==> config.mk <==
export PLATFORM = sky130hd
export DESIGN_NAME = inst_queue
export DESIGN_NICKNAME = d
export VERILOG_FILES = /design/src/rtl/inst_queue_pkg.sv /design/src/rtl/inst_queue_ram.sv /design/src/rtl/inst_queue.sv
export SDC_FILE = /design/constraint.sdc
export NUM_CORES = 1
export LEC_CHECK = 0
export ABC_AREA = 1
export CAP_MARGIN = 10
export CORE_MARGIN = 10
export CORE_UTILIZATION = 45
export CTS_CLUSTER_DIAMETER = 30
export DETAILED_ROUTE_END_ITERATION = 6
export PLACE_DENSITY = 0.64
export SLEW_MARGIN = 20
export SYNTH_ARGS = -nofsm -noshare
export SYNTH_HDL_FRONTEND = slang
export SYNTH_HIERARCHICAL = 1
export SYNTH_SLANG_ARGS = --single-unit
==> constraint.sdc <==
create_clock -name clk -period 9.24 [get_ports clk]
set_clock_uncertainty 0.15 [all_clocks]
set_input_delay 1.848 -clock clk [delete_from_list [all_inputs] [get_ports clk]]
set_output_delay 1.848 -clock clk [all_outputs]
set_load 0.05 [all_outputs]
==> src/rtl/inst_queue_pkg.sv <==
// Shared constants for the fetch-to-decode instruction queue: exception vector width,
// exception bit indices, NOP encoding and the packed entry layout.
package inst_queue_pkg;

    localparam int unsigned ExcE_W = 16;
    localparam int unsigned PC_W   = 32;
    localparam int unsigned INST_W = 32;

    // Bit positions inside the exception vector
    localparam int unsigned EXC_ADEL_FETCH = 1;

    localparam logic [INST_W-1:0] NOP_INST = 32'h0;

    // Entry layout, MSB first: {pc, inst, inslot, has_exc, excs}
    function automatic int unsigned entry_width(input int unsigned exc_w);
        return PC_W + INST_W + 2 + exc_w;
    endfunction

endpackage

==> src/rtl/inst_queue_ram.sv <==
// Entry storage for inst_queue: DEPTH x WIDTH register array with a synchronous write port
// and an asynchronous read port. Contents are not reset.
module inst_queue_ram #(
    parameter int unsigned DEPTH = 4,
    parameter int unsigned WIDTH = 82,
    parameter int unsigned PTR_W = $clog2(DEPTH)
) (
    input  logic             i_clk,
    input  logic             i_we,
    input  logic [PTR_W-1:0] i_waddr,
    input  logic [WIDTH-1:0] i_wdata,
    input  logic [PTR_W-1:0] i_raddr,
    output logic [WIDTH-1:0] o_rdata
);

    logic [WIDTH-1:0] r_mem [DEPTH];

    always_ff @(posedge i_clk) begin
        if (i_we) begin
            r_mem[i_waddr] <= i_wdata;
        end
    end

    assign o_rdata = r_mem[i_raddr];

endmodule

==> src/rtl/inst_queue.sv <==
// First-word-fall-through instruction queue between fetch and decode, cleared by flush_i.
// Define INSTQ_BYPASS_EN to forward a push straight to the outputs when the queue is empty.
module inst_queue
    import inst_queue_pkg::*;
#(
    parameter int unsigned DEPTH = 4,
    parameter int unsigned EXC_W = ExcE_W
) (
    input  logic                   clk,
    input  logic                   rst_n,
    input  logic                   flush_i,

    input  logic                   push_valid_i,
    output logic                   push_ready_o,
    input  logic [31:0]            push_pc_i,
    input  logic [31:0]            push_inst_i,
    input  logic                   push_inslot_i,
    input  logic                   push_has_exc_i,
    input  logic [EXC_W-1:0]       push_excs_i,

    input  logic                   pop_ready_i,
    output logic                   pop_valid_o,
    output logic [31:0]            pop_pc_o,
    output logic [31:0]            pop_inst_o,
    output logic                   pop_inslot_o,
    output logic                   pop_has_exc_o,
    output logic [EXC_W-1:0]       pop_excs_o,

    output logic [$clog2(DEPTH):0] count_o
);

    localparam int unsigned PTR_W = $clog2(DEPTH);
    localparam int unsigned CNT_W = PTR_W + 1;
    localparam int unsigned ENT_W = entry_width(EXC_W);

    logic [PTR_W-1:0] r_rd_ptr;
    logic [PTR_W-1:0] r_wr_ptr;
    logic [CNT_W-1:0] r_count;

    logic             w_full;
    logic             w_empty;
    logic             w_bypass;
    logic             w_wr_en;
    logic             w_rd_adv;
    logic             w_pop_valid;
    logic [ENT_W-1:0] w_wdata;
    logic [ENT_W-1:0] w_rdata;
    logic [ENT_W-1:0] w_head;

    assign w_full  = (r_count == CNT_W'(DEPTH));
    assign w_empty = (r_count == '0);

    // Ready depends on stored occupancy only, so a full queue refuses a push even while popping.
    assign push_ready_o = ~w_full;

    assign w_wdata = {push_pc_i, push_inst_i, push_inslot_i, push_has_exc_i, push_excs_i};

`ifdef INSTQ_BYPASS_EN
    assign w_bypass = w_empty & push_valid_i & ~flush_i;
`else
    assign w_bypass = 1'b0;
`endif

    // A bypassed entry consumed in the same cycle never touches storage.
    assign w_wr_en  = push_valid_i & ~w_full & ~flush_i & ~(w_bypass & pop_ready_i);
    assign w_rd_adv = ~w_empty & pop_ready_i & ~flush_i;

    inst_queue_ram #(
        .DEPTH (DEPTH),
        .WIDTH (ENT_W),
        .PTR_W (PTR_W)
    ) u_ram (
        .i_clk   (clk),
        .i_we    (w_wr_en),
        .i_waddr (r_wr_ptr),
        .i_wdata (w_wdata),
        .i_raddr (r_rd_ptr),
        .o_rdata (w_rdata)
    );

    always_ff @(posedge clk or negedge rst_n) begin
        if (!rst_n) begin
            r_rd_ptr <= '0;
            r_wr_ptr <= '0;
            r_count  <= '0;
        end else if (flush_i) begin
            r_rd_ptr <= '0;
            r_wr_ptr <= '0;
            r_count  <= '0;
        end else begin
            if (w_wr_en) begin
                r_wr_ptr <= r_wr_ptr + PTR_W'(1);
            end
            if (w_rd_adv) begin
                r_rd_ptr <= r_rd_ptr + PTR_W'(1);
            end
            case ({w_wr_en, w_rd_adv})
                2'b10:   r_count <= r_count + CNT_W'(1);
                2'b01:   r_count <= r_count - CNT_W'(1);
                default: r_count <= r_count;
            endcase
        end
    end

    // Invalid head reads as a NOP bubble with all side fields cleared.
    always_comb begin
        w_pop_valid = ~w_empty;
        w_head      = w_rdata;
        if (w_bypass) begin
            w_pop_valid = 1'b1;
            w_head      = w_wdata;
        end
        if (!w_pop_valid) begin
            w_head = {32'h0, NOP_INST, 1'b0, 1'b0, {EXC_W{1'b0}}};
        end
    end

    assign pop_valid_o = w_pop_valid;
    assign {pop_pc_o, pop_inst_o, pop_inslot_o, pop_has_exc_o, pop_excs_o} = w_head;
    assign count_o = r_count;

endmodule

==> run summary <==
Fmax - 161.4 MHz
Crit-path cells - inv_4 > buf_4 > nand2_1 > nand3_1 > nand2_1 > inv_1 > nor2_1 > clkdlybuf4s50_1
Total track usage - 16.16%
TNS Setup - 0 ns
Routed WL - 33.30 mm
Via count of the first global-routing pass - 10080
WP buf/inv - 4
RSZ-0062 raised after global routing - no
Period utilization - 67.06%
Post-DP HPWL - 18.70 mm
CTS resizes - 0
Die area - 0.04079 mm2
Nets - 1805
Synth unique cells - 21
First-pass GRT wire length - 52.57 mm
Root Driver - clkbuf_16
Largest net degree at the start of global routing - 97
Initial antenna violation count - 3
Peak supply drop - 0.0003333 V
Top delay family on crit path - buffers and inverters
Share of cells above drive strength 1 - 7.944%
Die X - 202.0 um
Via count - 10050
Seq cells post-synth - 335
Num CTS Buffers - 70
Post-route ant nets - 0
Pre-antenna DRT Iters - 5
GRT Residual Overflow - 0
I/O Pins - 174
Number of fill cells - 2715
Cell Area, Synth - 0.01490 mm2
Synthesized area per cell - 9.804 um2
Crit path required time - 7.24 ns
Area delta synth->final - 29.01%
Crit Path Max Fanout - 91
CTS tree - built
Gpl congestion - 0.7576
WL/cell - 15.01 um
Clock Latency Late Sink - 0.55 ns
Deepest clock path buffer count - 3
Most used cell, CP - nand2_1
Post-CTS Setup Repair Bufs - 0
Hold Buf Count CTS - 0
Yosys warns - 6
H-tree Lvls - 3
CP Capture Type - output pin
Fin cells - 2219
Fin. Hold Viols - 0
Max cap viols - 0
Remaining DRCs - 0
Port bufs - 173
Hold Crit Class - reg2reg
Dpl cells - 2087
Clock sinks - 335
Syn Nets - 1608
P_leak - 8.789 nW
Final Slew Violations - 0
Gate count of the mapped netlist - 1520
Clock transition at path regs - 0.04 ns
Die H - 202.0 um
Tmin final - 6.196 ns
Worst Tran Pin Value - 1.081 ns
Placed cell areas - 0.01693 mm2
Final Setup Violations - 0
Outcome - complete, no violations
Core footprint - 0.03262 mm2
Row count - 66
Starting density of the core - 45.68%
Final instance area - 0.01922 mm2
Sequential fraction of the synthesis area - 67.27%
Crit-path slowest cell - inv_4
Hold Slack - 0.4513 ns
Power Density - 328.0 mW/mm2
Vias per cell - 4.527
Worst Path Arrival - 4.20 ns
Worst path max stage delay - 0.83 ns
Max-Slew Margin vs Limit - 27.95%
CP Class - reg2out
Initial DRC Count - 492
CP startpoint kind - flop
[cell type report]
class	instances	area (um2)	share of cell area (%)
Sequential cell	335	10030	52.18
Multi-Input combinational cell	699	2912	15.14
Timing Repair Buffer	186	1829	9.515
Clock buffer	82	1818	9.457
Inverter	425	1599	8.318
Tap cell	442	553.0	2.877
Clock inverter	48	476.7	2.480
Antenna cell	2	5.005	0.02603
[flip-flops by register name (all words and copies together) (netlist names)]
signal and flops:
r_rd_ptr 2, count_o 3, r_wr_ptr 2, u_ram/r_mem 328
[synthesized netlist by cell type]
library cell  number  area (um2)
o21ai_1            2       10.01
nand2_4            1       11.26
fa_1               1       20.02
xnor2_1            1       8.760
a21oi_1            2       10.01
nand3_2            1       10.01
buf_2             33       165.2
clkbuf_1           8       30.03
dfrtp_1            7       175.2
buf_6             12       135.1
inv_2              6       22.52
nor3_1             4       20.02
nand2_2            2       12.51
nand3_1          168       840.8
inv_1            419        1573
nor2_2             1       6.260
nand2_1          427        1603
a21oi_2            1       8.760
buf_4              8       60.06
nor2_1            88       330.3
edfxtp_1         328        9849
[cell usage in the layout, fill, tap and decap left out, types with 3 or more instances in the layout]
cell type,netlist,final
nand2_1,427,427
inv_1,419,419
edfxtp_1,328,328
clkdlybuf4s50_1,0,173
nand3_1,168,168
nor2_1,88,88
clkbuf_16,0,71
clkinv_2,0,16
buf_4,8,13
clkbuf_1,8,11
clkinv_1,0,9
bufinv_16,0,6
clkinvlp_4,0,6
inv_6,0,5
dfrtp_1,7,5
inv_2,6,4
nor3_2,0,4
clkinv_4,0,3
[per-layer routing]
| metal | track usage (%) | wire, um |
|---|---|---|
| met5 | 0 | 17 |
| met4 | 6.309 | 685 |
| met3 | 4.190 | 2206 |
| met2 | 27.99 | 16280 |
| met1 | 18.81 | 14120 |
[through the flow]
stage,total power [mW],setup WS [ns],util [%]
4_1_cts,6.384,2.996,58.92
2_1_floorplan,3.319,0.8380,-
3_3_place_gp,3.969,3.647,51.89
5_1_grt,6.598,2.712,58.93
6_report,6.305,3.044,58.94
3_5_place_dp,3.983,3.597,51.89
[worst min-delay path: cells and delay by family (launching register included)]
kind / cells / cell delay (ns)
flip-flops: 1 / 0.44
AND/OR/NAND/NOR: 2 / 0.14
[cells by family (layout without fill, tap and decap cells)]
family | after synthesis | after routing | share of synthesized area (%)
simple gates | 692 | 692 | 19.02
xor+xnor | 1 | 1 | 0.05878
flops | 335 | 335 | 67.27
other cells | 0 | 2 | 0
buf+inv | 486 | 741 | 13.32
compound gates | 5 | 5 | 0.1931
fa+ha+maj | 1 | 1 | 0.1343
[where the power goes]
group / total (mW) / leakage, nW / internal [mW] / switching (mW)
registers: 1.82 / 3.07 / 1.75 / 0.0654
clock network: 2.37 / 1.11 / 1.59 / 0.788
logic: 2.11 / 4.61 / 0.615 / 1.50
[path summary, 6_finish.rpt]
path	from	endpoint	slack, ns	depth (start not counted)
worst min-delay path	count_o[1]$_DFFE_PN0P_	count_o[1]$_DFFE_PN0P_	0.45	2
worst min register to register	count_o[1]$_DFFE_PN0P_	count_o[1]$_DFFE_PN0P_	0.45	2
worst max-delay path	r_rd_ptr[0]$_DFFE_PN0P_	pop_pc_o[14]	3.04	8
worst max register to register	count_o[0]$_DFFE_PN0P_	u_ram/r_mem[3][64]$_DFFE_PP_	6.78	7
min in group asynchronous	rst_n	count_o[0]$_DFFE_PN0P_	1.45	1
max in group asynchronous	rst_n	r_rd_ptr[0]$_DFFE_PN0P_	7.17	1
Power figures use the tool's default switching activity.
